### src/rtl/two_phase_monitor_if.sv
// Signal bundle between the two-phase clock source side and the phi1/phi2 monitor.
// The master drives the phase pair and error clear; the slave returns tracker status.
interface two_phase_monitor_if #(
    parameter int CNT_W = 16,
    parameter int ERR_W = 8
);
    logic             phi1_i;
    logic             phi2_i;
    logic             clr_err_i;
    logic [2:0]       state_o;
    logic [CNT_W-1:0] cycle_cnt_o;
    logic             seq_err_o;
    logic             ovl_err_o;
    logic             err_o;
    logic [ERR_W-1:0] err_cnt_o;
    logic             stall_o;
    logic             locked_o;

    modport master (
        output phi1_i, phi2_i, clr_err_i,
        input  state_o, cycle_cnt_o, seq_err_o, ovl_err_o, err_o, err_cnt_o, stall_o, locked_o
    );

    modport slave (
        input  phi1_i, phi2_i, clr_err_i,
        output state_o, cycle_cnt_o, seq_err_o, ovl_err_o, err_o, err_cnt_o, stall_o, locked_o
    );
endinterface

### src/rtl/two_phase_monitor.sv
// Receive-side checker for a non-overlapping phi1/phi2 pair: tracks the 10,00,01,00
// sequence, counts completed cycles, flags overlap/order errors and stalls, reports lock.
//
// state | meaning
// IDLE  | waiting for phi1 to rise (pair 00)
// P1    | phi1 high (pair 10)
// G1    | gap after phi1 (pair 00)
// P2    | phi2 high (pair 01)
// G2    | gap after phi2, cycle complete (pair 00)
module two_phase_monitor #(
    parameter int CNT_W       = 16,
    parameter int ERR_W       = 8,
    parameter int STALL_MAX   = 8,
    parameter int LOCK_CYCLES = 2
) (
    input  logic                 clk_i,
    input  logic                 clear_i,
    two_phase_monitor_if.slave   bus
);
    typedef enum logic [2:0] {
        IDLE = 3'd0,
        P1   = 3'd1,
        G1   = 3'd2,
        P2   = 3'd3,
        G2   = 3'd4
    } state_t;

    localparam int HOLD_W  = $clog2(STALL_MAX + 1);
    localparam int CLEAN_W = $clog2(LOCK_CYCLES + 1);
    localparam logic [HOLD_W-1:0]  HOLD_LIM  = HOLD_W'(STALL_MAX);
    localparam logic [CLEAN_W-1:0] CLEAN_LIM = CLEAN_W'(LOCK_CYCLES);
    localparam logic [ERR_W-1:0]   ERR_MAX   = {ERR_W{1'b1}};

    state_t             state;
    state_t             state_nxt;
    logic [HOLD_W-1:0]  hold;
    logic [HOLD_W-1:0]  hold_nxt;
    logic [CLEAN_W-1:0] clean;
    logic [CLEAN_W-1:0] clean_nxt;
    logic [CNT_W-1:0]   cycle_cnt;
    logic [ERR_W-1:0]   err_cnt;
    logic [ERR_W-1:0]   err_cnt_nxt;
    logic [1:0]         pair;
    logic               seq;
    logic               ovl;
    logic               err_any;
    logic               done;
    logic               stall_nxt;
    logic               seq_err;
    logic               ovl_err;
    logic               err;
    logic               stall;
    logic               locked;

    always_comb begin
        pair      = {bus.phi1_i, bus.phi2_i};
        state_nxt = state;
        seq       = 1'b0;
        ovl       = 1'b0;
        if (pair == 2'b11) begin
            ovl       = 1'b1;
            state_nxt = IDLE;
        end else begin
            // Each state accepts its own pair (stay) or its successor's pair; anything else is out of order.
            case (state)
                IDLE: case (pair)
                    2'b10:   state_nxt = P1;
                    2'b01:   seq = 1'b1;
                    default: state_nxt = IDLE;
                endcase
                P1: case (pair)
                    2'b00:   state_nxt = G1;
                    2'b01:   begin seq = 1'b1; state_nxt = IDLE; end
                    default: state_nxt = P1;
                endcase
                G1: case (pair)
                    2'b01:   state_nxt = P2;
                    2'b10:   begin seq = 1'b1; state_nxt = IDLE; end
                    default: state_nxt = G1;
                endcase
                P2: case (pair)
                    2'b00:   state_nxt = G2;
                    2'b10:   begin seq = 1'b1; state_nxt = IDLE; end
                    default: state_nxt = P2;
                endcase
                G2: case (pair)
                    2'b10:   state_nxt = P1;
                    2'b01:   begin seq = 1'b1; state_nxt = IDLE; end
                    default: state_nxt = G2;
                endcase
                default: state_nxt = IDLE;
            endcase
        end

        err_any = seq | ovl;
        done    = (state == P2) && (state_nxt == G2);

        if ((state_nxt == state) && (state != IDLE))
            hold_nxt = (hold == HOLD_LIM) ? hold : hold + HOLD_W'(1);
        else
            hold_nxt = '0;
        stall_nxt = (hold_nxt >= HOLD_LIM);

        if (err_any || stall_nxt)
            clean_nxt = '0;
        else if (done && (clean != CLEAN_LIM))
            clean_nxt = clean + CLEAN_W'(1);
        else
            clean_nxt = clean;

        // A new error in the same cycle as a clear counts as the first error after the clear.
        if (err_any)
            err_cnt_nxt = bus.clr_err_i ? ERR_W'(1)
                        : ((err_cnt == ERR_MAX) ? err_cnt : err_cnt + ERR_W'(1));
        else if (bus.clr_err_i)
            err_cnt_nxt = '0;
        else
            err_cnt_nxt = err_cnt;
    end

    always_ff @(posedge clk_i) begin
        if (!clear_i) begin
            state     <= IDLE;
            hold      <= '0;
            clean     <= '0;
            cycle_cnt <= '0;
            err_cnt   <= '0;
            seq_err   <= 1'b0;
            ovl_err   <= 1'b0;
            err       <= 1'b0;
            stall     <= 1'b0;
            locked    <= 1'b0;
        end else begin
            state     <= state_nxt;
            hold      <= hold_nxt;
            clean     <= clean_nxt;
            cycle_cnt <= done ? cycle_cnt + CNT_W'(1) : cycle_cnt;
            err_cnt   <= err_cnt_nxt;
            seq_err   <= seq;
            ovl_err   <= ovl;
            err       <= err_any | (err & ~bus.clr_err_i);
            stall     <= stall_nxt;
            locked    <= (clean_nxt == CLEAN_LIM);
        end
    end

    assign bus.state_o     = state;
    assign bus.cycle_cnt_o = cycle_cnt;
    assign bus.seq_err_o   = seq_err;
    assign bus.ovl_err_o   = ovl_err;
    assign bus.err_o       = err;
    assign bus.err_cnt_o   = err_cnt;
    assign bus.stall_o     = stall;
    assign bus.locked_o    = locked;
endmodule
### src/flat_wrapper.sv
// flat-port wrapper written by rule: the top's interface ports become plain ports
module two_phase_monitor_flat 
#(
    parameter int CNT_W       = 16,
    parameter int ERR_W       = 8,
    parameter int STALL_MAX   = 8,
    parameter int LOCK_CYCLES = 2
)
  (clk_i, clear_i, bus_phi1_i, bus_phi2_i, bus_clr_err_i, bus_state_o, bus_cycle_cnt_o, bus_seq_err_o, bus_ovl_err_o, bus_err_o, bus_err_cnt_o, bus_stall_o, bus_locked_o);
  two_phase_monitor_if #(.CNT_W(CNT_W), .ERR_W(ERR_W)) bus_i ();
  input  logic clk_i;
  input  logic clear_i;
  input wire logic [$bits(bus_i.phi1_i)-1:0] bus_phi1_i;
  input wire logic [$bits(bus_i.phi2_i)-1:0] bus_phi2_i;
  input wire logic [$bits(bus_i.clr_err_i)-1:0] bus_clr_err_i;
  output wire logic [$bits(bus_i.state_o)-1:0] bus_state_o;
  output wire logic [$bits(bus_i.cycle_cnt_o)-1:0] bus_cycle_cnt_o;
  output wire logic [$bits(bus_i.seq_err_o)-1:0] bus_seq_err_o;
  output wire logic [$bits(bus_i.ovl_err_o)-1:0] bus_ovl_err_o;
  output wire logic [$bits(bus_i.err_o)-1:0] bus_err_o;
  output wire logic [$bits(bus_i.err_cnt_o)-1:0] bus_err_cnt_o;
  output wire logic [$bits(bus_i.stall_o)-1:0] bus_stall_o;
  output wire logic [$bits(bus_i.locked_o)-1:0] bus_locked_o;
  assign bus_i.phi1_i = bus_phi1_i;
  assign bus_i.phi2_i = bus_phi2_i;
  assign bus_i.clr_err_i = bus_clr_err_i;
  assign bus_state_o = bus_i.state_o;
  assign bus_cycle_cnt_o = bus_i.cycle_cnt_o;
  assign bus_seq_err_o = bus_i.seq_err_o;
  assign bus_ovl_err_o = bus_i.ovl_err_o;
  assign bus_err_o = bus_i.err_o;
  assign bus_err_cnt_o = bus_i.err_cnt_o;
  assign bus_stall_o = bus_i.stall_o;
  assign bus_locked_o = bus_i.locked_o;
  two_phase_monitor #(.CNT_W(CNT_W), .ERR_W(ERR_W), .STALL_MAX(STALL_MAX), .LOCK_CYCLES(LOCK_CYCLES)) u_core (.clk_i(clk_i), .clear_i(clear_i), .bus(bus_i));
endmodule
### config.mk
export PLATFORM = sky130hd
export DESIGN_NAME = two_phase_monitor_flat
export DESIGN_NICKNAME = d
export VERILOG_FILES = /design/src/rtl/two_phase_monitor_if.sv /design/src/rtl/two_phase_monitor.sv /design/src/flat_wrapper.sv
export SDC_FILE = /design/constraint.sdc
export NUM_CORES = 1
export LEC_CHECK = 0
export CORE_MARGIN = 4
export CORE_UTILIZATION = 40
export CTS_CLUSTER_DIAMETER = 30
export DETAILED_ROUTE_END_ITERATION = 6
export MAX_ROUTING_LAYER = met4
export PLACE_DENSITY = 0.67
export SLEW_MARGIN = 10
export SYNTH_ARGS = -nofsm -noshare
export SYNTH_HDL_FRONTEND = slang
export SYNTH_SLANG_ARGS = --single-unit
### constraint.sdc
create_clock -name clk_i -period 5.79 [get_ports clk_i]
set_input_delay 1.158 -clock clk_i [delete_from_list [all_inputs] [get_ports clk_i]]
set_output_delay 1.158 -clock clk_i [all_outputs]
set_load 0.03 [all_outputs]
==> reports/qor.yml <==
first_global_vias: 1668
cp_cell_sequence: "clkdlybuf4s50_1 -> ha_1 -> o21bai_1 -> or3_1 -> or4_1 -> a21oi_1"
endpoint_kind: "flop"
fmax_mhz: 307.5
min_to: "u_core.bus.err_o$_SDFF_PN0_"
yosysMostFrequentCell: "dfxtp_1"
setup_viol: 0
placed_area_um2: 2442
finClkSkew_ps: 4.355
wl_per_cell_um: 13.42
hp-start: "u_core.bus.err_o$_SDFF_PN0_"
min_path_cells: 2
slowest_stage: "or4_1"
diodes: 0
num_vias: 1871
finalWirelength_um: 4536
ys_top_cells_by_count: "37 x dfxtp_1, 19 x a21oi_1, 16 x nor2_1"
synth_seq_cells: 37
ff2ff_setup_slack_ps: 3590
grt_max_degree: 18
reg2reg_to: "u_core.bus.cycle_cnt_o[11]$_SDFFE_PN0P_"
pwr_density_cell_nw_per_um2: 209.3
gr-usage-all-layers_pct: 15.52
dieWidth_um: 79.38
rr_worst_depth: 4
io_buffers: 36
yosysWarnings: 0
cts.sinks: 37
cts_buffer_depth: 2
p_leak_nw: 0.8633
period_share_pct: 56.16
fin_util_pct: 53.12
crit_buf_inv: 1
post_cts_resized: 0
synthTopCellsByArea: "dfxtp_1 36%, ha_1 6.8%, a21oi_1 4.7%"
initial_core_util_pct: 42.31
hold_ws_ps: 475.6
hold_buffers: 0
grt_pass1_wl_um: 7569
antenna_found_initial: 0
syn2layout_area_growth_pct: 25.54
setup_tns_ps: 0
hold_violations: 0
post_cts_buffers: 0
clkSlewWorstSetupHoldPaths_ps: 70
drv_cap: 0
reg2reg_from: "u_core.bus.state_o[1]$_SDFF_PN0_"
first_pass_iters: 4
path_class: "in2reg"
rows: 25
ir_drop_uv: 92.22
clk_latency_ps: 280
synth.top_cell.area_share_pct: 36.34
yosysSeqAreaShare_pct: 36.34
synth_area_leader_cell: "dfxtp_1"
cts_inserted_buffers: 5
die-height_um: 79.38
syn_nets: 250
critPathLaunchType: "input pin"
cts_tree: "done"
dp_cells: 330
routed_via_density: 5.536
arrival_ps: 3450
cpPeakStageDelay_ps: 540
dieArea_um2: 6301
drv_slew: 0
syn_avg_cell_area_um2: 8.710
core_um2: 4817
yosysUniqueCellTypes: 52
cpLargestDelayFamily: "simple AND/OR/NAND/NOR gates"
cts-root-buf: "clkbuf_8"
place_congestion: 0.8277
status: "completed"
tightest_slew_ps: 537.8
slew-limit-headroom_pct: 64.10
drive_gt1_share_pct: 6.273
hold_class: "reg2reg"
design_area_um2: 2559
synth_edf_count: 0
synthFlopType: "dfxtp_1"
required_ps: 5990
layoutNonFillerInstCount: 338
drc_errors: 0
synthArstFlopShare_pct: 0
dp_hpwl_um: 3387
postSynthCellCount: 234
nets: 286
io_pins: 37
grt_overflow: 0
ant_nets: 0
h-tree-depth: 2
drt_iter0_markers: 73
fin_crit_ps: 3252
rsz0062_at_grt: "no"
syn_area_um2: 2038
path_max_fanout: 11
worst max-delay path by stage:
stage / start / endpoint / slack, ps / cells after the start
5_1_grt: bus_phi1_i / u_core.bus.cycle_cnt_o[11]$_SDFFE_PN0P_ / 2380 / 6
3_5_place_dp: bus_phi1_i / u_core.bus.cycle_cnt_o[11]$_SDFFE_PN0P_ / 2240 / 6
3_3_place_gp: bus_phi1_i / u_core.bus.cycle_cnt_o[11]$_SDFFE_PN0P_ / 2310 / 6
2_1_floorplan: bus_phi2_i / u_core.bus.cycle_cnt_o[11]$_SDFFE_PN0P_ / 2920 / 7
4_1_cts: bus_phi1_i / u_core.bus.cycle_cnt_o[11]$_SDFFE_PN0P_ / 2540 / 6
6_report: bus_phi1_i / u_core.bus.cycle_cnt_o[11]$_SDFFE_PN0P_ / 2540 / 6
cell usage in the layout (no fill, tap or decap), drive strengths merged, types with 2 or more instances in the layout:
master / n
nand2b: 7
clkdlybuf4s50: 36
o211ai: 2
o2111ai: 2
xnor2: 6
a211oi: 5
nand3: 9
a21o: 2
a31oi: 2
nor4: 5
o31a: 2
a31o: 2
o21ai: 8
ha: 11
a21oi: 19
o31ai: 6
clkbuf: 7
nand2: 14
o21bai: 2
nand4: 6
or3: 5
or4: 6
inv: 11
mux2: 3
dfxtp: 37
and4: 3
nor3b: 3
nor3: 5
nand4b: 2
and2: 3
xor2: 3
o41ai: 2
nor2: 16
sequential cells by signal (all words and copies together), names as in the netlist:
register / cells
u_core.bus.cycle_cnt_o: 16
u_core.bus.err_cnt_o: 8
u_core.bus.err_o: 1
u_core.bus.locked_o: 1
u_core.bus.ovl_err_o: 1
u_core.bus.seq_err_o: 1
u_core.bus.state_o: 3
u_core.clean: 2
u_core.hold: 4
through the flow:
stage	setup slack, ps	power [mW]
floorplan	2925	0.2977
global placement	2310	0.3137
detailed placement	2242	0.3142
CTS	2544	0.5436
global route	2383	0.5559
finish	2538	0.5355
where the power goes:
part / internal [mW] / switching (mW) / total [mW]
sequential: 0.257 / 0.00359 / 0.261
combinational: 0.0189 / 0.0287 / 0.0476
clock: 0.140 / 0.0867 / 0.227
per-layer routing:
layer	vias to the layer above	track usage, %	wire length [µm]
met3	11	3.047	176
met2	47	24.24	2078
li1	952	-	-
met5	-	-	0
met4	0	7.388	97
met1	861	19.30	2184
worst register-to-register path, stage by stage (launching register included):
cell and delay (ps):
dfxtp_1 660, nand4b_4 220, or3_1 550, or4_1 540
a21oi_1 150
final cells by class:
class	count	area, µm²
fillers	485	2258
multi-input cells	177	1205
flip-flops and latches	37	740.7
repair buffers	37	367.9
clock buffers	7	86.33
well taps	67	83.83
inverters	12	45.04
clock inverters	1	30.03
logic make-up after synthesis:
| logic type | share of synthesized area [%] |
|---|---|
| buf+inv | 4.542 |
| simple gates | 26.34 |
| flops | 36.34 |
| mux | 1.657 |
| fa+ha+maj | 6.753 |
| compound gates | 20.50 |
| xor+xnor | 3.868 |
No activity file was read; power rests on OpenSTA's default activity.
==> edit (same settings) <==
`STALL_MAX` is set to 8 in 2 places; all go to 16.
--- a/src/rtl/two_phase_monitor.sv
+++ b/src/rtl/two_phase_monitor.sv
@@ -10,7 +10,7 @@
 module two_phase_monitor #(
     parameter int CNT_W       = 16,
     parameter int ERR_W       = 8,
-    parameter int STALL_MAX   = 8,
+    parameter int STALL_MAX   = 16,
     parameter int LOCK_CYCLES = 2
 ) (
     input  logic                 clk_i,
--- a/src/flat_wrapper.sv
+++ b/src/flat_wrapper.sv
@@ -3,7 +3,7 @@
 #(
     parameter int CNT_W       = 16,
     parameter int ERR_W       = 8,
-    parameter int STALL_MAX   = 8,
+    parameter int STALL_MAX   = 16,
     parameter int LOCK_CYCLES = 2
 )
   (clk_i, clear_i, bus_phi1_i, bus_phi2_i, bus_clr_err_i, bus_state_o, bus_cycle_cnt_o, bus_seq_err_o, bus_ovl_err_o, bus_err_o, bus_err_cnt_o, bus_stall_o, bus_locked_o);
Check against the original RTL: not equivalent (Yosys sat finds a counterexample within 10 cycles, from zero or initial values).
==> edit against the original RTL <==
- final cell count increased by 3.3%
- routed wire length increased by 4.9%
- synthesized cell count increased by 5.6%
- sequential cell count increased by 1
- worst setup slack got worse by 140 ps
- total power increased by 9.2%
- area after synthesis increased by 4.4%
- combinational power decreased by 6.1%
- design area increased by 3.9%
- sequential power increased by 2%
==> edit: results (changes against the original RTL) <==
outcome - completed (unchanged)
DR pass1 iterations - 4 (unchanged)
Setup Buffers After CTS - 0 (unchanged)
list of most frequent post-synthesis cells - dfxtp_1 (38), a21oi_1 (23), nand2_1 (17) (was dfxtp_1 (37), a21oi_1 (19), nor2_1 (16))
Placer Congestion - 0.785 (was 0.828)
Antenna diodes - 0 (unchanged)
DRT iter0 DRCs - 76 (was 73)
Async S/R FF share, synth - 0% (unchanged)
first-pass GRT wire length - 8.01 mm (was 7.57 mm)
IO Port Bufs - 36 (unchanged)
clock skew after layout - 12.7 ps (was 4.35 ps)
Leakage Power - 0.894 nW (was 0.863 nW)
register area share after synthesis - 35.7% (was 36.3%)
clk slew on worst S/H paths - 80 ps
Max FO, Critical Path - 22 (was 11)
Clock Tree Root - clkbuf_8 (unchanged)
largest net degree at the start of global routing - 23 (was 18)
CTS Buf Count - 5 (unchanged)
post-CTS sizing - 0 (unchanged)
top_reg_cell synth - dfxtp_1 (unchanged)
Net Sw Frac - 22.4% (was 22.2%)
GRT Total Usage - 15.8% (was 15.5%)
Yosys cell types - 47 (was 52)
share of the synthesized area in the top cell type - 35.7% (was 36.3%)
clock latency on the worst-skew pair - 300 ps (was 280 ps)
via count - 1960 (was 1871)
Largest register FFs - 16 (unchanged)
CP Data Arrival Time - 3600 ps (was 3450 ps)
vias in the first global route - 1703 (was 1668)
worst IR drop on VDD - 110 uV (was 92.2 uV)
Hold Path Class - flip-flop to flip-flop (unchanged)
H-tree depth - 2 (unchanged)
Synth Net Count - 263 (was 250)
fin nets - 294 (was 286)
clock buffer depth - 2 (unchanged)
Max transition margin - 58.0% (was 64.1%)
DP Wirelength - 3.41 mm (was 3.39 mm)
top cells by area, synth - dfxtp_1 (36%), ha_1 (6.5%), a21oi_1 (5.4%) (was dfxtp_1 (36%), ha_1 (6.8%), a21oi_1 (4.7%))
Routed WL - 4.76 mm (was 4.54 mm)
synth warn - 0 (unchanged)
share of cells above drive strength 1 - 5.02% (was 6.27%)
initial antenna violation count - 0 (unchanged)
edit: cell count changes in the layout (fill, tap and decap cells not counted), sizes merged, moves of 3 or more:
cell	change
or4	+6
a21oi	+4
nand2	+3
nor2	-4
nand3	+5
nor3b	+4
o31ai	+6
mux2i	+3
nand4	-3
nor4	-3
edit: per-stage QoR:
step	worst slack (ps)	hold slack [ps]	instance area (sq um)	utilization [%]	cells
after floorplan	2950	511	2130	-	247
after global placement	2120	458	2510	48.9	341
after detailed placement	2060	464	2510	48.9	341
after CTS	2390	480	2650	51.6	349
after global routing	2260	503	2660	51.7	349
final	2400	475	2660	51.7	349
edit: cell type report:
cell class | count | area, sq um
clock inverter | 3 | 68.8
sequential | 38 | 761
fill | 550 | 2480
tap | 70 | 87.6
inverter | 11 | 41.3
clock buffer | 5 | 68.8
multi-input combinational | 186 | 1270
timing repair buffer | 36 | 360
edit: critical path, stage by stage:
cell             delay [ps]
clkdlybuf4s50_1         460
inv_1                   160
ha_1                    290
nor3b_1                 140
a2111o_1                690
or4_1                   550
a21oi_1                 150
edit: worst paths after layout:
path | from | endpoint | slack [ps] | depth (start not counted)
worst min-delay path | u_core.bus.cycle_cnt_o[15] | u_core.bus.cycle_cnt_o[15] | 480 | 2
worst max-delay path | bus_phi2_i | u_core.bus.cycle_cnt_o[11] | 2400 | 7
worst min register to register | u_core.bus.cycle_cnt_o[15] | u_core.bus.cycle_cnt_o[15] | 480 | 2
worst max register to register | u_core.bus.state_o[1] | u_core.bus.cycle_cnt_o[11] | 3460 | 4
edit: kinds of logic after synthesis:
kind of cell               share of synthesized area [%]
muxes                                               1.94
DFF                                                 35.7
buffers and inverters                               4.82
xor gates and xnor gates                            3.29
AOI/OAI and AO/OA                                   21.3
adders and majority gates                           6.47
and+or+nand+nor                                     26.4
edit: power by group through the flow:
stage	Combinational (mW)	Clock (mW)	Sequential (mW)
after floorplan	0.0245	0	0.278
after global placement	0.0434	0	0.274
after detailed placement	0.0443	0	0.274
after CTS	0.0445	0.281	0.267
after global routing	0.0491	0.291	0.268
final	0.0447	0.273	0.267
edit: metal layers:
metal	vias up	wire [um]	track usage (%)
met1	930	2340	20.2
li1	989	-	-
met4	0	42	4.90
met3	4	180	3.66
met2	37	2200	24.7
met5	-	0	-
